==> src/rtl/rr_merge_4to1_pkg.sv <==
`default_nettype none
// +----------------------------------------------------------------------+
// | rr_merge_4to1_pkg : shared constants and FSM encoding for the merge   |
// | Rev 1.0                                                               |
// +----------------------------------------------------------------------+
package rr_merge_4to1_pkg;

  localparam int NUM_CH = 4;
  localparam int SEL_W  = 2;

  typedef enum logic {
    IDLE = 1'b0,
    BUSY = 1'b1
  } state_t;

endpackage : rr_merge_4to1_pkg
`default_nettype wire

==> src/rtl/rr_merge_4to1_pick.sv <==
`default_nettype none
// +----------------------------------------------------------------------+
// | rr_pick4 : combinational round-robin picker, search starts after      |
// | i_last_grant and wraps back to it. Rev 1.0                            |
// +----------------------------------------------------------------------+
module rr_pick4
  import rr_merge_4to1_pkg::*;
(
  input  logic [NUM_CH-1:0] i_req,
  input  logic [SEL_W-1:0]  i_last_grant,
  output logic [SEL_W-1:0]  o_winner,
  output logic              o_any
);

  logic [SEL_W-1:0] w_idx;

  // Walk offsets from farthest to nearest so the nearest requester wins.
  always_comb begin
    o_winner = '0;
    w_idx    = '0;
    for (int k = NUM_CH; k >= 1; k--) begin
      w_idx = i_last_grant + SEL_W'(k);
      if (i_req[w_idx]) begin
        o_winner = w_idx;
      end
    end
    o_any = |i_req;
  end

endmodule : rr_pick4
`default_nettype wire

==> src/rtl/rr_merge_4to1.sv <==
`default_nettype none
// +----------------------------------------------------------------------+
// | rr_merge_4to1 : packet-locked round-robin 4:1 stream merge with a     |
// | one-entry registered output and source tagging. Rev 1.0              |
// +----------------------------------------------------------------------+
module rr_merge_4to1
  import rr_merge_4to1_pkg::*;
#(
  parameter int WIDTH = 8
) (
  input  logic                    clk,
  input  logic                    rst,
  input  logic [NUM_CH-1:0]       in_valid,
  input  logic [NUM_CH*WIDTH-1:0] in_data,
  input  logic [NUM_CH-1:0]       in_last,
  output logic [NUM_CH-1:0]       in_ready,
  output logic                    out_valid,
  output logic [WIDTH-1:0]        out_data,
  output logic                    out_last,
  output logic [SEL_W-1:0]        out_sel,
  input  logic                    out_ready
);

  state_t           r_state;
  state_t           w_state_nxt;
  logic [SEL_W-1:0] r_grant;
  logic [SEL_W-1:0] r_last_grant;
  logic             r_out_valid;
  logic [WIDTH-1:0] r_out_data;
  logic             r_out_last;
  logic [SEL_W-1:0] r_out_sel;

  logic [WIDTH-1:0] w_ch_data [NUM_CH];
  logic [SEL_W-1:0] w_win;
  logic             w_any;
  logic             w_slot_free;
  logic             w_load;

  for (genvar g = 0; g < NUM_CH; g++) begin : g_slice
    assign w_ch_data[g] = in_data[g*WIDTH +: WIDTH];
  end

  rr_pick4 u_pick (
    .i_req        (in_valid),
    .i_last_grant (r_last_grant),
    .o_winner     (w_win),
    .o_any        (w_any)
  );

  // The output slot can take a beat if empty or draining this same edge.
  assign w_slot_free = !r_out_valid || out_ready;
  assign w_load      = (r_state == BUSY) && in_valid[r_grant] && w_slot_free;

  always_comb begin
    in_ready = '0;
    if (!rst && (r_state == BUSY) && w_slot_free) begin
      in_ready[r_grant] = 1'b1;
    end
  end

  always_comb begin
    w_state_nxt = r_state;
    case (r_state)
      IDLE: if (w_any) w_state_nxt = BUSY;
      BUSY: if (w_load && in_last[r_grant]) w_state_nxt = IDLE;
      default: w_state_nxt = IDLE;
    endcase
  end

  always_ff @(posedge clk) begin
    if (rst) begin
      r_state      <= IDLE;
      r_grant      <= '0;
      r_last_grant <= SEL_W'(NUM_CH - 1);
      r_out_valid  <= 1'b0;
      r_out_data   <= '0;
      r_out_last   <= 1'b0;
      r_out_sel    <= '0;
    end else begin
      r_state <= w_state_nxt;
      if ((r_state == IDLE) && w_any) begin
        r_grant <= w_win;
      end
      if (w_load && in_last[r_grant]) begin
        r_last_grant <= r_grant;
      end
      if (w_load) begin
        r_out_valid <= 1'b1;
        r_out_data  <= w_ch_data[r_grant];
        r_out_last  <= in_last[r_grant];
        r_out_sel   <= r_grant;
      end else if (r_out_valid && out_ready) begin
        r_out_valid <= 1'b0;
      end
    end
  end

  assign out_valid = r_out_valid;
  assign out_data  = r_out_data;
  assign out_last  = r_out_last;
  assign out_sel   = r_out_sel;

endmodule : rr_merge_4to1
`default_nettype wire

==> config.mk <==
export PLATFORM = sky130hd
export DESIGN_NAME = rr_merge_4to1
export DESIGN_NICKNAME = d
export VERILOG_FILES = /design/src/rtl/rr_merge_4to1_pkg.sv /design/src/rtl/rr_merge_4to1_pick.sv /design/src/rtl/rr_merge_4to1.sv
export SDC_FILE = /design/constraint.sdc
export NUM_CORES = 1
export LEC_CHECK = 0
export ABC_CLOCK_PERIOD_IN_PS = 4800
export CORE_ASPECT_RATIO = 1.1
export CORE_MARGIN = 1.5
export CORE_UTILIZATION = 41
export CTS_BUF_LIST = sky130_fd_sc_hd__clkbuf_2
export CTS_CLUSTER_DIAMETER = 50
export DETAILED_ROUTE_END_ITERATION = 8
export PLACE_DENSITY = 0.94
export SYNTH_ARGS = -nofsm -noshare
export SYNTH_HDL_FRONTEND = slang
export SYNTH_SLANG_ARGS = --single-unit
==> constraint.sdc <==
create_clock -name clk -period 4.8 [get_ports clk]
set_clock_uncertainty 0.2 [all_clocks]
set_input_delay 0.48 -clock clk [delete_from_list [all_inputs] [get_ports clk]]
set_output_delay 0.48 -clock clk [all_outputs]
set_load 0.01 [all_outputs]
==> results of run 1 <==
logic make-up (layout without fill, tap and decap cells):
group / after synthesis / count (layout)
AND/OR/NAND/NOR: 31 / 31
multiplexers: 22 / 22
flip-flops: 17 / 17
AO/OA/AOI/OAI: 16 / 16
buffers and inverters: 10 / 65
cell type report:
type,instances,share of cell area (%)
multi-input cells,69,37.91
repair buffers,58,36.42
flip-flops and latches,17,21.35
well taps,30,2.355
clock buffers,4,1.256
inverters,3,0.7064
final timing paths:
kind | slack (ns) | depth (start not counted) | startpoint | end
max reg2reg | 2.34 | 4 | r_grant[0]$_SDFFE_PP0P_ | out_data[2]$_SDFFE_PP0P_
min reg2reg | 0.27 | 2 | out_last$_SDFFE_PP0P_ | out_last$_SDFFE_PP0P_
max | 1.85 | 3 | rst | in_ready[3]
min | 0.27 | 2 | out_last$_SDFFE_PP0P_ | out_last$_SDFFE_PP0P_
per-layer routing:
metal	vias up	share of wire [%]	global-route usage (%)
met1	468	43	27.04
met4	0	0.49	9.722
met2	45	49	35.31
li1	469	-	-
met3	2	6.7	3.825
met5	-	0	0
cell usage in the layout (no fill, tap or decap), drive strengths merged:
| master | Yosys | routed |
|---|---|---|
| clkbuf | 3 | 4 |
| o31a | 1 | 1 |
| a211o | 2 | 2 |
| a2bb2oi | 1 | 1 |
| mux4 | 10 | 10 |
| nand2b | 1 | 1 |
| a21o | 1 | 1 |
| nand2 | 7 | 7 |
| nor4 | 4 | 4 |
| mux2i | 10 | 10 |
| o22ai | 2 | 2 |
| nor2b | 1 | 1 |
| a31oi | 1 | 1 |
| nor2 | 15 | 15 |
| nand4 | 1 | 1 |
| dfxtp | 17 | 17 |
| nand3 | 2 | 2 |
| clkdlybuf4s50 | 0 | 58 |
| o21ai | 2 | 2 |
| a21oi | 6 | 6 |
| inv | 3 | 3 |
| mux2 | 2 | 2 |
worst max-delay path: stages:
cell and delay (ns):
clkdlybuf4s50_1 0.77, nor4_1 0.41, clkdlybuf4s50_1 0.60
sequential cells by signal, indices dropped and copies added, names as in the netlist:
name          flops
out_data          8
out_last          1
out_valid         1
out_sel           2
r_last_grant      2
r_grant           2
r_state           1
cells in the mapped netlist, drive strengths merged (2+ instances only):
library cell | number | area (um2)
o21ai | 2 | 10.00
nor4 | 4 | 25.02
mux4 | 10 | 232.7
a21oi | 6 | 30.03
mux2i | 10 | 100.1
inv | 3 | 11.26
mux2 | 2 | 22.52
a211o | 2 | 17.52
buf | 4 | 28.78
clkbuf | 3 | 11.26
nand2 | 7 | 26.28
nand3 | 2 | 15.01
o22ai | 2 | 12.51
dfxtp | 17 | 340.3
nor2 | 15 | 56.30
metrics by stage:
step | cells | power [mW] | setup slack (ns) | hold slack [ns] | area [um2]
after global placement | 177 | 0.2879 | 1.933 | 0.2456 | 1574
after global routing | 181 | 0.3743 | 1.693 | 0.3054 | 1594
after CTS | 181 | 0.3577 | 1.846 | 0.2723 | 1594
after floorplan | 96 | 0.2331 | 2.912 | 0.2805 | 996.0
after detailed placement | 177 | 0.2938 | 1.857 | 0.2522 | 1574
final | 181 | 0.3554 | 1.852 | 0.2743 | 1594
report_power, final:
group	internal [mW]	switching, mW
clock	0.0221	0.0422
sequential	0.152	0.0180
combinational	0.0797	0.0412
==> results.ini, run 1 <==
[layout]
post-route-util_pct = 70.08
diodes = 0
fin_nets = 195
fill_cells = 170
area_growth_pct = 60.05
post_route_cells_drive_above_1_share_pct = 10.60
multiInputGateArea_um2 = 604.3
layout.area.seq_um2 = 340.3

[timing]
tightest_slew_ns = 0.7671
fin_crit_sh_pct = 61.41
finalSetupTns_ns = 0
setup_viol = 0
drv_slew = 0
fmax_ghz = 0.3392
finalCriticalPeriod_ns = 2.948
final_hold_viol_count = 0
slew_headroom_pct = 48.79
rsz0062_at_grt = no

[logic_synthesis]
syn-num-nets = 139
syn_inst = 96
synth_ff_type = dfxtp_1
synth_top_family_by_area = multiplexers
syn_avg_cell_area_um2 = 10.37
synthSimpleGateAreaFrac_pct = 14.82
synth_area_um2 = 996.0
synth_seq_cells = 17
ys_warn_count = 0
synth_seq_area_share_pct = 34.17
synth_xor_xnor_area_share_pct = 0
synthDistinctLibCells = 28
synth_edf_count = 0
async_flop_share_pct = 0
synthMuxAreaShare_pct = 35.68
synth-compound-area-share_pct = 10.18
yosys.area_share.adder_pct = 0

[placement]
io_buffers = 58
dp_hpwl_um = 2217
gp_congestion = 0.8379

[status]
status = complete, no violations

[clock_network]
cts_tree = built
clockRootBuffer = clkbuf_2
ctsHoldBuffers = 0
cts.sinks = 17
h-tree-depth = 1
max-clock-path-buffers = 2
clk_pin_slew_worst_paths_ns = 0.15
cts_resized = 0
post_cts_buffers = 0
clk_latency_ns = 0.28
numCtsBuffers = 3

[floorplan]
ios = 59
fp-row-count = 18
core_um2 = 2275
die_x_um = 49.99
initial_utilization_pct = 43.78
die_y_um = 54.69
die-area_um2 = 2734

[worst_hold_path]
hold_path.class = reg -> reg

[detailed_routing]
drt_iter0_markers = 23
dr.pass1.iters = 4
final_antenna_net_count = 0
drc = 0
vias_per_cell = 5.436
wl_um = 2861
routed-via-count = 984
wl_per_cell_um = 15.81

[global_routing]
grt_pass1_wl_um = 4257
globalRouteOverflowTotal = 0
grt_usage_pct = 21.21
grt_max_degree = 22
antenna_found_initial = 0
grt_pass1_vias = 896

[setup_path]
worstSetupPathType = in -> out
cp-end-kind = output pin
critical_path_arrival_ns = 2.27
cp.required_ns = 4.12
start_kind = primary input
crit_fanout = 21

[power]
power_density_nw_per_um2 = 223.0
ir_worst_vdd_uv = 147.6
leakagePower_nw = 0.6267

[flow_run]
maxCapViolCount = 0

Note: power is estimated with default switching activity, not from simulation.
==> run 2: changes to the inputs <==
--- a/config.mk
+++ b/config.mk
@@ -5,14 +5,14 @@
 export SDC_FILE = /design/constraint.sdc
 export NUM_CORES = 1
 export LEC_CHECK = 0
-export ABC_CLOCK_PERIOD_IN_PS = 4800
+export ABC_CLOCK_PERIOD_IN_PS = 2850
 export CORE_ASPECT_RATIO = 1.1
 export CORE_MARGIN = 1.5
-export CORE_UTILIZATION = 41
+export CORE_UTILIZATION = 38
 export CTS_BUF_LIST = sky130_fd_sc_hd__clkbuf_2
 export CTS_CLUSTER_DIAMETER = 50
 export DETAILED_ROUTE_END_ITERATION = 8
-export PLACE_DENSITY = 0.94
+export PLACE_DENSITY = 0.88
 export SYNTH_ARGS = -nofsm -noshare
 export SYNTH_HDL_FRONTEND = slang
 export SYNTH_SLANG_ARGS = --single-unit
==> constraint.sdc (replaced) <==
create_clock -name clk -period 2.85 [get_ports clk]
set_clock_uncertainty 0.2 [all_clocks]
set_input_delay 0.285 -clock clk [delete_from_list [all_inputs] [get_ports clk]]
set_output_delay 0.285 -clock clk [all_outputs]
set_load 0.01 [all_outputs]
==> run 2 against run 1 <==
  * Non-clock buffer count grew 3
  * Sequential share of layout area down 0.31 points
  * Power increased by 71%
==> results.ini, run 2 (synthesis gave the netlist of run 1 again) <==
[global_routing]
grt_pass1_vias = 1113  ; was 896
globalRouteOverflowTotal = 0  ; unchanged
use_met2_pct = 45.97  ; was 35.31%
grtUsageMet3_pct = 4.255  ; was 3.825%
grt_usage_pct = 22.45  ; was 21.21%
top_usage_layer = met2  ; unchanged
grt_max_degree = 18  ; was 22
antenna_found_initial = 0  ; unchanged
grt_pass1_wl_um = 4919  ; was 4257 um
grtUsageMet1_pct = 21.69  ; was 27.04%

[layout]
final_common_cell = clkdlybuf4s50_1  ; unchanged
fin_nets = 198  ; was 195
mostFrequentLayoutCells = clkdlybuf4s50_1, dfxtp_1, nor2_1  ; unchanged
post_route_cells_drive_above_1_share_pct = 12.34  ; was 10.60%
largest_reg_flops = 8  ; unchanged
area_growth_pct = 62.44  ; was 60.05%
diodes = 0  ; unchanged

[setup_path]
reg2reg_to = out_data[1]$_SDFFE_PP0P_  ; was out_data[2]$_SDFFE_PP0P_
cp.required_ns = 2.37  ; was 4.12 ns
reg2regPathDepth = 4  ; unchanged
crit_fanout = 6  ; was 21
worstSetupPathType = in -> out  ; unchanged
r2r_slack_ns = 0.79  ; was 2.34 ns
regToRegStartpoint = r_grant[0]$_SDFFE_PP0P_  ; unchanged
start_kind = primary input  ; unchanged
critical_path_arrival_ns = 2.00  ; was 2.27 ns
cp-end-kind = output pin  ; unchanged

[timing]
tightest_slew_ns = 0.5332  ; was 0.7671 ns
finalSetupTns_ns = 0  ; unchanged
rsz0062_at_grt = no  ; unchanged
setup_viol = 0  ; unchanged
slew_headroom_pct = 64.40  ; was 48.79%
finalCriticalPeriod_ns = 2.482
final_hold_viol_count = 0  ; unchanged
drv_slew = 0  ; unchanged
fmax_ghz = 0.4028
fin_crit_sh_pct = 87.10

[detailed_routing]
final_antenna_net_count = 0  ; unchanged
drc = 0  ; unchanged
routed-via-count = 1031  ; was 984
wl_per_cell_um = 16.63  ; was 15.81 um
wl_um = 3076  ; was 2861 um
drt_iter0_markers = 18  ; was 23
vias_per_cell = 5.573  ; was 5.436
dr.pass1.iters = 4  ; unchanged

[clock_network]
max-clock-path-buffers = 2  ; unchanged
cts_tree = built  ; unchanged
post_cts_buffers = 0  ; unchanged
clockRootBuffer = clkbuf_2  ; unchanged
clk_pin_slew_worst_paths_ns = 0.18  ; was 0.15 ns
numCtsBuffers = 3  ; unchanged
cts_resized = 0  ; unchanged
ctsHoldBuffers = 0  ; unchanged
cts.sinks = 17  ; unchanged
h-tree-depth = 1  ; unchanged
clk_latency_ns = 0.29  ; was 0.28 ns

[placement]
io_buffers = 58  ; unchanged
dp_hpwl_um = 2478  ; was 2217 um
gp_congestion = 0.7830  ; was 0.8379

[floorplan]
die_x_um = 51.81  ; was 49.99 um
die-area_um2 = 2937  ; was 2734 um2
initial_utilization_pct = 39.90  ; was 43.78%
fp-row-count = 19  ; was 18
die_y_um = 56.70  ; was 54.69 um
ios = 59  ; unchanged
core_um2 = 2496  ; was 2275 um2

[power]
power_uw = 606.4  ; was 355.4 uW
leakagePower_nw = 0.6418  ; was 0.6267 nW
ir_worst_vdd_uv = 263.2  ; was 147.6 uV
power_density_nw_per_um2 = 374.8  ; was 223.0 nW/um2

[worst_hold_path]
hold_path.class = reg -> reg  ; unchanged
hold_start = out_last$_SDFFE_PP0P_  ; unchanged
hold_end = out_last$_SDFFE_PP0P_  ; unchanged
holdPathStages = 2  ; unchanged

[flow_run]
maxCapViolCount = 0  ; unchanged

[status]
status = complete, no violations  ; unchanged

[run 2: cell types whose count changed in the layout (fill, tap and decap cells not counted), sizes merged]
cell    change
clkbuf      -1
clkinv      +1
buf         +3
[run 2: metrics by stage]
| step | hold slack [ns] | instances | worst slack [ns] | area (um2) | util (%) |
|---|---|---|---|---|---|
| after floorplan | 0.2399 | 96 | 1.128 | 996.0 | - |
| after global placement | 0.2444 | 181 | 0.4903 | 1598 | 64.01 |
| after detailed placement | 0.2637 | 181 | 0.3411 | 1598 | 64.01 |
| after CTS | 0.2852 | 185 | 0.3321 | 1618 | 64.81 |
| after global routing | 0.3084 | 185 | 0.2341 | 1618 | 64.81 |
| final | 0.2841 | 185 | 0.3675 | 1618 | 64.81 |
[run 2: power breakdown]
group	internal, mW	total (mW)	switching [mW]
Sequential	0.256	0.280	0.0235
Clock	0.0318	0.109	0.0771
Combinational	0.138	0.218	0.0793
[run 2: layout make-up]
class	instances	area (um2)
fill	230	878.3
clock buffer	3	15.01
tap	31	38.79
inverter	3	11.26
sequential	17	340.3
clock inverter	1	5.005
multi-input combinational	69	604.3
timing repair buffer	61	603.1
[run 2: worst max path at each step]
stage / cells past startpoint / slack (ns) / startpoint / to
3_3_place_gp: 5 / 0.49 / out_ready / in_ready[0]
6_report: 5 / 0.37 / out_ready / in_ready[1]
2_1_floorplan: 5 / 1.13 / r_grant[0]$_SDFFE_PP0P_ / out_data[0]$_SDFFE_PP0P_
3_5_place_dp: 5 / 0.34 / out_ready / in_ready[1]
4_1_cts: 5 / 0.33 / out_ready / in_ready[1]
5_1_grt: 5 / 0.23 / out_ready / in_ready[1]
[run 2: critical path, stage by stage]
cell             delay (ns)
clkdlybuf4s50_1        0.47
nand2b_1               0.25
nand2_1                0.15
nor4_1                 0.23
clkdlybuf4s50_1        0.61
[run 2: routing by layer]
layer / vias up / share of wire [%]
met1: 506 / 34
li1: 478 / -
met2: 43 / 60
met5: - / 0
met4: 0 / 0.88
met3: 4 / 4.8
